===== src/rtl/rtclock_adj.sv =====
// PTP-style real-time clock (sec/nsec) with fractional-ns rate trim, time load,
// step/slew offset correction and a 1PPS strobe on counted seconds rollover.
module rtclock_adj #(
    parameter int CLK_PERIOD_NS = 8,
    parameter int FRAC_BITS     = 16,
    parameter int SEC_W         = 48,
    parameter int ADJ_W         = 30,
    parameter int SLEW_NS       = 4
) (
    input  logic                 clk,
    input  logic                 resetn,
    input  logic                 i_set_valid,
    input  logic [SEC_W-1:0]     i_set_sec,
    input  logic [29:0]          i_set_nsec,
    input  logic                 i_adj_valid,
    input  logic                 i_adj_mode,
    input  logic [ADJ_W-1:0]     i_adj_nsec,
    output logic                 o_adj_ready,
    input  logic [FRAC_BITS:0]   i_trim,
    output logic [SEC_W-1:0]     o_sec,
    output logic [29:0]          o_nsec,
    output logic                 o_pps
);

    // 33 signed integer-ns bits hold nsec + increment + largest step without overflow.
    localparam int SUM_W = FRAC_BITS + 33;
    localparam logic signed [SUM_W-1:0] ONE_SEC = {33'd1_000_000_000, {FRAC_BITS{1'b0}}};
    localparam logic signed [SUM_W-1:0] INC     = {33'(CLK_PERIOD_NS), {FRAC_BITS{1'b0}}};

    typedef enum logic {IDLE, SLEW} state_t;

    state_t                state_reg, state_next;
    logic [ADJ_W-1:0]      remain_reg, remain_next;
    logic                  neg_reg, neg_next;
    logic [SEC_W-1:0]      sec_reg, sec_next;
    logic [29:0]           nsec_reg, nsec_next;
    logic [FRAC_BITS-1:0]  frac_reg, frac_next;
    logic                  pps_reg, pps_next;

    logic [ADJ_W-1:0]      adj_mag;
    logic [ADJ_W-1:0]      slew_step;
    logic [32:0]           step_ext;
    logic signed [32:0]    delta_ns;
    logic [SUM_W-1:0]      trim_ext;
    logic signed [SUM_W-1:0] sum;
    logic signed [SUM_W-1:0] norm;

    always_comb begin
        adj_mag   = i_adj_nsec[ADJ_W-1] ? (~i_adj_nsec + ADJ_W'(1)) : i_adj_nsec;
        slew_step = (remain_reg < ADJ_W'(SLEW_NS)) ? remain_reg : ADJ_W'(SLEW_NS);
        step_ext  = {{(33-ADJ_W){1'b0}}, slew_step};
    end

    always_ff @(posedge clk) begin
        if (!resetn) begin
            state_reg  <= IDLE;
            remain_reg <= '0;
            neg_reg    <= 1'b0;
        end else begin
            state_reg  <= state_next;
            remain_reg <= remain_next;
            neg_reg    <= neg_next;
        end
    end

    always_comb begin
        state_next  = state_reg;
        remain_next = remain_reg;
        neg_next    = neg_reg;
        if (i_set_valid) begin
            state_next  = IDLE;
            remain_next = '0;
        end else begin
            case (state_reg)
                IDLE: begin
                    if (i_adj_valid && i_adj_mode && (i_adj_nsec != '0)) begin
                        state_next  = SLEW;
                        remain_next = adj_mag;
                        neg_next    = i_adj_nsec[ADJ_W-1];
                    end
                end
                SLEW: begin
                    remain_next = remain_reg - slew_step;
                    if (remain_next == '0)
                        state_next = IDLE;
                end
                default: state_next = IDLE;
            endcase
        end
    end

    // Offset contribution for this cycle; a step is taken only while idle.
    always_comb begin
        o_adj_ready = (state_reg == IDLE);
        delta_ns    = '0;
        case (state_reg)
            IDLE: begin
                if (i_adj_valid && !i_adj_mode)
                    delta_ns = {{(33-ADJ_W){i_adj_nsec[ADJ_W-1]}}, i_adj_nsec};
            end
            SLEW:    delta_ns = neg_reg ? -step_ext : step_ext;
            default: delta_ns = '0;
        endcase
    end

    always_comb begin
        trim_ext  = {{(SUM_W-FRAC_BITS-1){i_trim[FRAC_BITS]}}, i_trim};
        sum       = {3'b000, nsec_reg, frac_reg} + INC + trim_ext
                  + {delta_ns, {FRAC_BITS{1'b0}}};
        norm      = sum;
        sec_next  = sec_reg;
        pps_next  = 1'b0;
        if (sum[SUM_W-1]) begin
            norm     = sum + ONE_SEC;
            sec_next = sec_reg - SEC_W'(1);
        end else if (sum >= ONE_SEC) begin
            norm     = sum - ONE_SEC;
            sec_next = sec_reg + SEC_W'(1);
            pps_next = 1'b1;
        end
        nsec_next = 30'(norm >> FRAC_BITS);
        frac_next = FRAC_BITS'(norm);
    end

    always_ff @(posedge clk) begin
        if (!resetn) begin
            sec_reg  <= '0;
            nsec_reg <= '0;
            frac_reg <= '0;
            pps_reg  <= 1'b0;
        end else if (i_set_valid) begin
            sec_reg  <= i_set_sec;
            nsec_reg <= i_set_nsec;
            frac_reg <= '0;
            pps_reg  <= 1'b0;
        end else begin
            sec_reg  <= sec_next;
            nsec_reg <= nsec_next;
            frac_reg <= frac_next;
            pps_reg  <= pps_next;
        end
    end

    assign o_sec  = sec_reg;
    assign o_nsec = nsec_reg;
    assign o_pps  = pps_reg;

endmodule

===== config.mk =====
export PLATFORM = sky130hd
export DESIGN_NAME = rtclock_adj
export DESIGN_NICKNAME = d
export VERILOG_FILES = /design/src/rtl/rtclock_adj.sv
export SDC_FILE = /design/constraint.sdc
export NUM_CORES = 1
export LEC_CHECK = 0
export ABC_AREA = 1
export CAP_MARGIN = 20
export CORE_MARGIN = 10
export CORE_UTILIZATION = 45
export CTS_CLUSTER_DIAMETER = 60
export DETAILED_ROUTE_END_ITERATION = 12
export PLACE_DENSITY = 0.67
export SLEW_MARGIN = 25
export SYNTH_ARGS = -nofsm -noshare
export SYNTH_HDL_FRONTEND = slang
export SYNTH_SLANG_ARGS = --single-unit

===== constraint.sdc =====
create_clock -name clk -period 9.9 [get_ports clk]
set_clock_uncertainty 0.1 [all_clocks]
set_input_delay 1.98 -clock clk [delete_from_list [all_inputs] [get_ports clk]]
set_output_delay 1.98 -clock clk [all_outputs]
set_load 0.05 [all_outputs]

==> impl_results.md, run 1 <==
- Final clock period utilization by the worst path: 0.863
- Global-route wire length before repair: 110 mm
- Number of buffers created by CTS: 17
- Final Hold Viols: 0
- Share of post-route cells with drive strength above 1: 0.0502
- Half-perimeter wire length after detailed placement: slightly below 60 mm
- Non-Filler Cell Area, Final: about 21000 µm²
- Max-slew headroom: 0.411
- Total negative slack: 0 ns
- Buffer count from post-CTS setup fixing: 0
- Leak: about 10 nW
- Data arrival, critical path: between 8 and 9 ns
- Power after layout: ~7 mW
- Gate count of the mapped netlist: about 3000
- Crit-path max cell delay: 0.62 ns
- Number of unique standard cell types used by synthesis: 61
- Fraction of the yosys area taken by sequential cells: 0.147
- DR pass1 iterations: 7
- Critical Path Slowest Stage Cell: sky130_fd_sc_hd__nor4_1
- Flip-flop count of the largest register, all copies and words added: 48
- CTS tree: done
- Overall global routing resource usage: 0.296
- Tightest Pin Transition: roughly 0.9 ns
- 1st-iter DRT viols: ~1900
- Top fanout value on the critical path: 28
- Horizontal die dimension: 216 µm
- Die outline height: 216 µm
- Max H-tree Level: 4
- Max-slew violations: 0
- Largest net degree at the start of global routing: 68
- Detailed-route via count: between 20000 and 25000
- Count of flip-flops with a built-in enable after synthesis: 0
- Area post-placement: approximately 20000 µm²
- Most frequent standard cell in the layout excluding fill and tap cells: sky130_fd_sc_hd__nand2_1
- Power density normalized to cell area: roughly 330 nW/µm²
- Average size of a mapped cell: slightly below 6 µm²
- Global-route congestion overflow total: 0
- Clock edge transition at the registers on the reported setup and hold paths: roughly 0.060 ns
- Resized cells post-CTS: 0
- Data required, critical path: ~10 ns
- Initial antenna violation count: 0
- Final weighted congestion of routability-driven global placement: around 1.0
- Yosys warning count: 0
- Ys async rst share: 0
- Effective utilization at floorplan: 0.458
- Remaining number of nets flagged by the antenna check after routing: 0
- Max VDD drop: around 0.21 mV
- Post-layout nets: 3475
- Status: complete, no violations
- Number of violations of the max-capacitance limit: 0
- Row cnt: 71
- Count of final setup violators: 0
- Number of remaining DRC errors: 0
- Number of buffers on the longest clock path: 2
- I/O Buffers: around 210
- Number of clock sinks: ~130
- Maximum achievable frequency: 0.117 GHz
- Total routed wirelength: between 70 and 80 mm
- Number of top-level design ports: 210
- Core Util, Final: 0.543
- Post-synthesis net count: between 3000 and 4000
- Seq cells post-synth: between 100 and 150
- Worst skew pair latency: ~0.48 ns
- Antenna cell count: 0
- Min-Delay Path Class: reg2reg
- Overall die area: 46800 µm²
- Setup repair after global routing missed its margin: no
- Kind of start point of the critical path: flop
- Most frequent cells in the layout: sky130_fd_sc_hd__nand2_1 (815), sky130_fd_sc_hd__inv_1 (456), sky130_fd_sc_hd__nor2_1 (378)
- Endpoint type of the worst setup path: flop
- Classification of the worst setup path: reg2reg
- Post-DR wirelength/cell: roughly 19 µm
- Root Buffer: sky130_fd_sc_hd__clkbuf_16
- Via-to-Cell Ratio: ~5.5
- Number of hold buffers added after cts: 0
- Post-layout min period: about 8.5 ns
- Primary FF master, synth: sky130_fd_sc_hd__dfxtp_1
- Post-Syn Area: between 15000 and 20000 µm²
- Core Box Area: about 38000 µm²
- Area delta synth->final: 18.5%
- Most repeated library cell on the critical path: sky130_fd_sc_hd__nand2_1
- Number of global-route vias before repair: a little under 20000
logic make-up after synthesis:
logic type | share of synthesized area
buffers and inverters | 0.122
and+or+nand+nor | 0.403
AOI/OAI and AO/OA | 0.141
other | 0.000216
muxes | 0.000578
adders and majority gates | 0.122
xor gates and xnor gates | 0.0641
DFF | 0.147
stage by stage:
| stage | setup WS [ns] | hold slack, ns | cells |
|---|---|---|---|
| global placement | 1.16 | 0.400 | 3687 |
| detailed placement | 1.01 | 0.403 | 3687 |
| finish | 1.36 | 0.418 | 3718 |
| floorplan | 1.22 | 0.377 | 3006 |
| global route | 0.398 | 0.425 | 3718 |
| CTS | 1.37 | 0.412 | 3718 |
synth_stat cells (12+ instances only):
master / n / area share
sky130_fd_sc_hd__nand2_1: 815 / 0.18
sky130_fd_sc_hd__inv_1: 458 / 0.099
sky130_fd_sc_hd__nor2_1: 378 / 0.082
sky130_fd_sc_hd__nand3_1: 207 / 0.060
sky130_fd_sc_hd__a21oi_1: 188 / 0.054
sky130_fd_sc_hd__dfxtp_1: 127 / 0.15
sky130_fd_sc_hd__o21ai_0: 124 / 0.036
sky130_fd_sc_hd__ha_1: 118 / 0.085
sky130_fd_sc_hd__xor2_1: 89 / 0.045
sky130_fd_sc_hd__nand4_1: 67 / 0.024
sky130_fd_sc_hd__nor3_1: 47 / 0.014
sky130_fd_sc_hd__clkbuf_1: 46 / 0.010
sky130_fd_sc_hd__fa_1: 32 / 0.037
sky130_fd_sc_hd__inv_2: 26 / 0.0056
sky130_fd_sc_hd__xnor2_1: 26 / 0.013
sky130_fd_sc_hd__a31oi_1: 24 / 0.0087
sky130_fd_sc_hd__nor2_2: 19 / 0.0069
sky130_fd_sc_hd__nor4_1: 19 / 0.0069
sky130_fd_sc_hd__nand2_2: 17 / 0.0061
sky130_fd_sc_hd__nand3b_1: 16 / 0.0069
sky130_fd_sc_hd__o211ai_1: 16 / 0.0069
sky130_fd_sc_hd__o21a_1: 14 / 0.0061
sky130_fd_sc_hd__o21bai_1: 12 / 0.0052
where the power goes:
group / internal [mW] / switching (mW) / leakage (nW)
Combinational: 1.61 / 3.74 / 8.94
Clock: 0.378 / 0.283 / 0.277
Sequential: 0.635 / 0.202 / 1.05
worst max-delay path: cells and delay by family, from the launching register on:
family	cells	cell delay, ns
and+or+nand+nor	28	5.29
xor gates and xnor gates	1	0.17
AOI/OAI and AO/OA	1	0.19
DFF	1	0.40
adders and majority gates	4	1.76
buffers and inverters	7	0.50
final timing paths:
kind	from	to	slack, ns	cells after the start
max	o_nsec[3]$_SDFF_PN0_	o_sec[32]$_SDFFE_PN0P_	1.36	41
min	remain_reg[29]$_SDFFE_PP0P_	remain_reg[29]$_SDFFE_PP0P_	0.42	2
max reg2reg	o_nsec[3]$_SDFF_PN0_	o_sec[32]$_SDFFE_PN0P_	1.36	41
min reg2reg	remain_reg[29]$_SDFFE_PP0P_	remain_reg[29]$_SDFFE_PP0P_	0.42	2
metal layers:
metal / vias to the layer above / routed length [µm] / track usage / share of wire
met2: 838 / 32500 / 0.485 / 0.46
met1: 9454 / 31200 / 0.381 / 0.44
met3: 113 / 5090 / 0.0510 / 0.072
met5: - / 0 / 0 / 0
li1: 10100 / - / - / -
met4: 0 / 2340 / 0.115 / 0.033
cell type report:
class                   count  area [µm²]
clock buffers              20         447
clock inverters            11         133
fillers                  3935       17300
inverters                 487        1830
multi-input cells        2328       12700
flip-flops and latches    127        2540
well taps                 511         639
repair buffers            234        2270
No activity file was read; power rests on OpenSTA's default activity.
==> run 2: changes to the inputs <==
--- a/config.mk
+++ b/config.mk
@@ -12,6 +12,7 @@
 export CTS_CLUSTER_DIAMETER = 60
 export DETAILED_ROUTE_END_ITERATION = 12
 export PLACE_DENSITY = 0.67
+export SETUP_SLACK_MARGIN = 0.05
 export SLEW_MARGIN = 25
 export SYNTH_ARGS = -nofsm -noshare
 export SYNTH_HDL_FRONTEND = slang
==> results of run 2 <==
No change in the layout: final DEF, timing and power equal those of run 1.
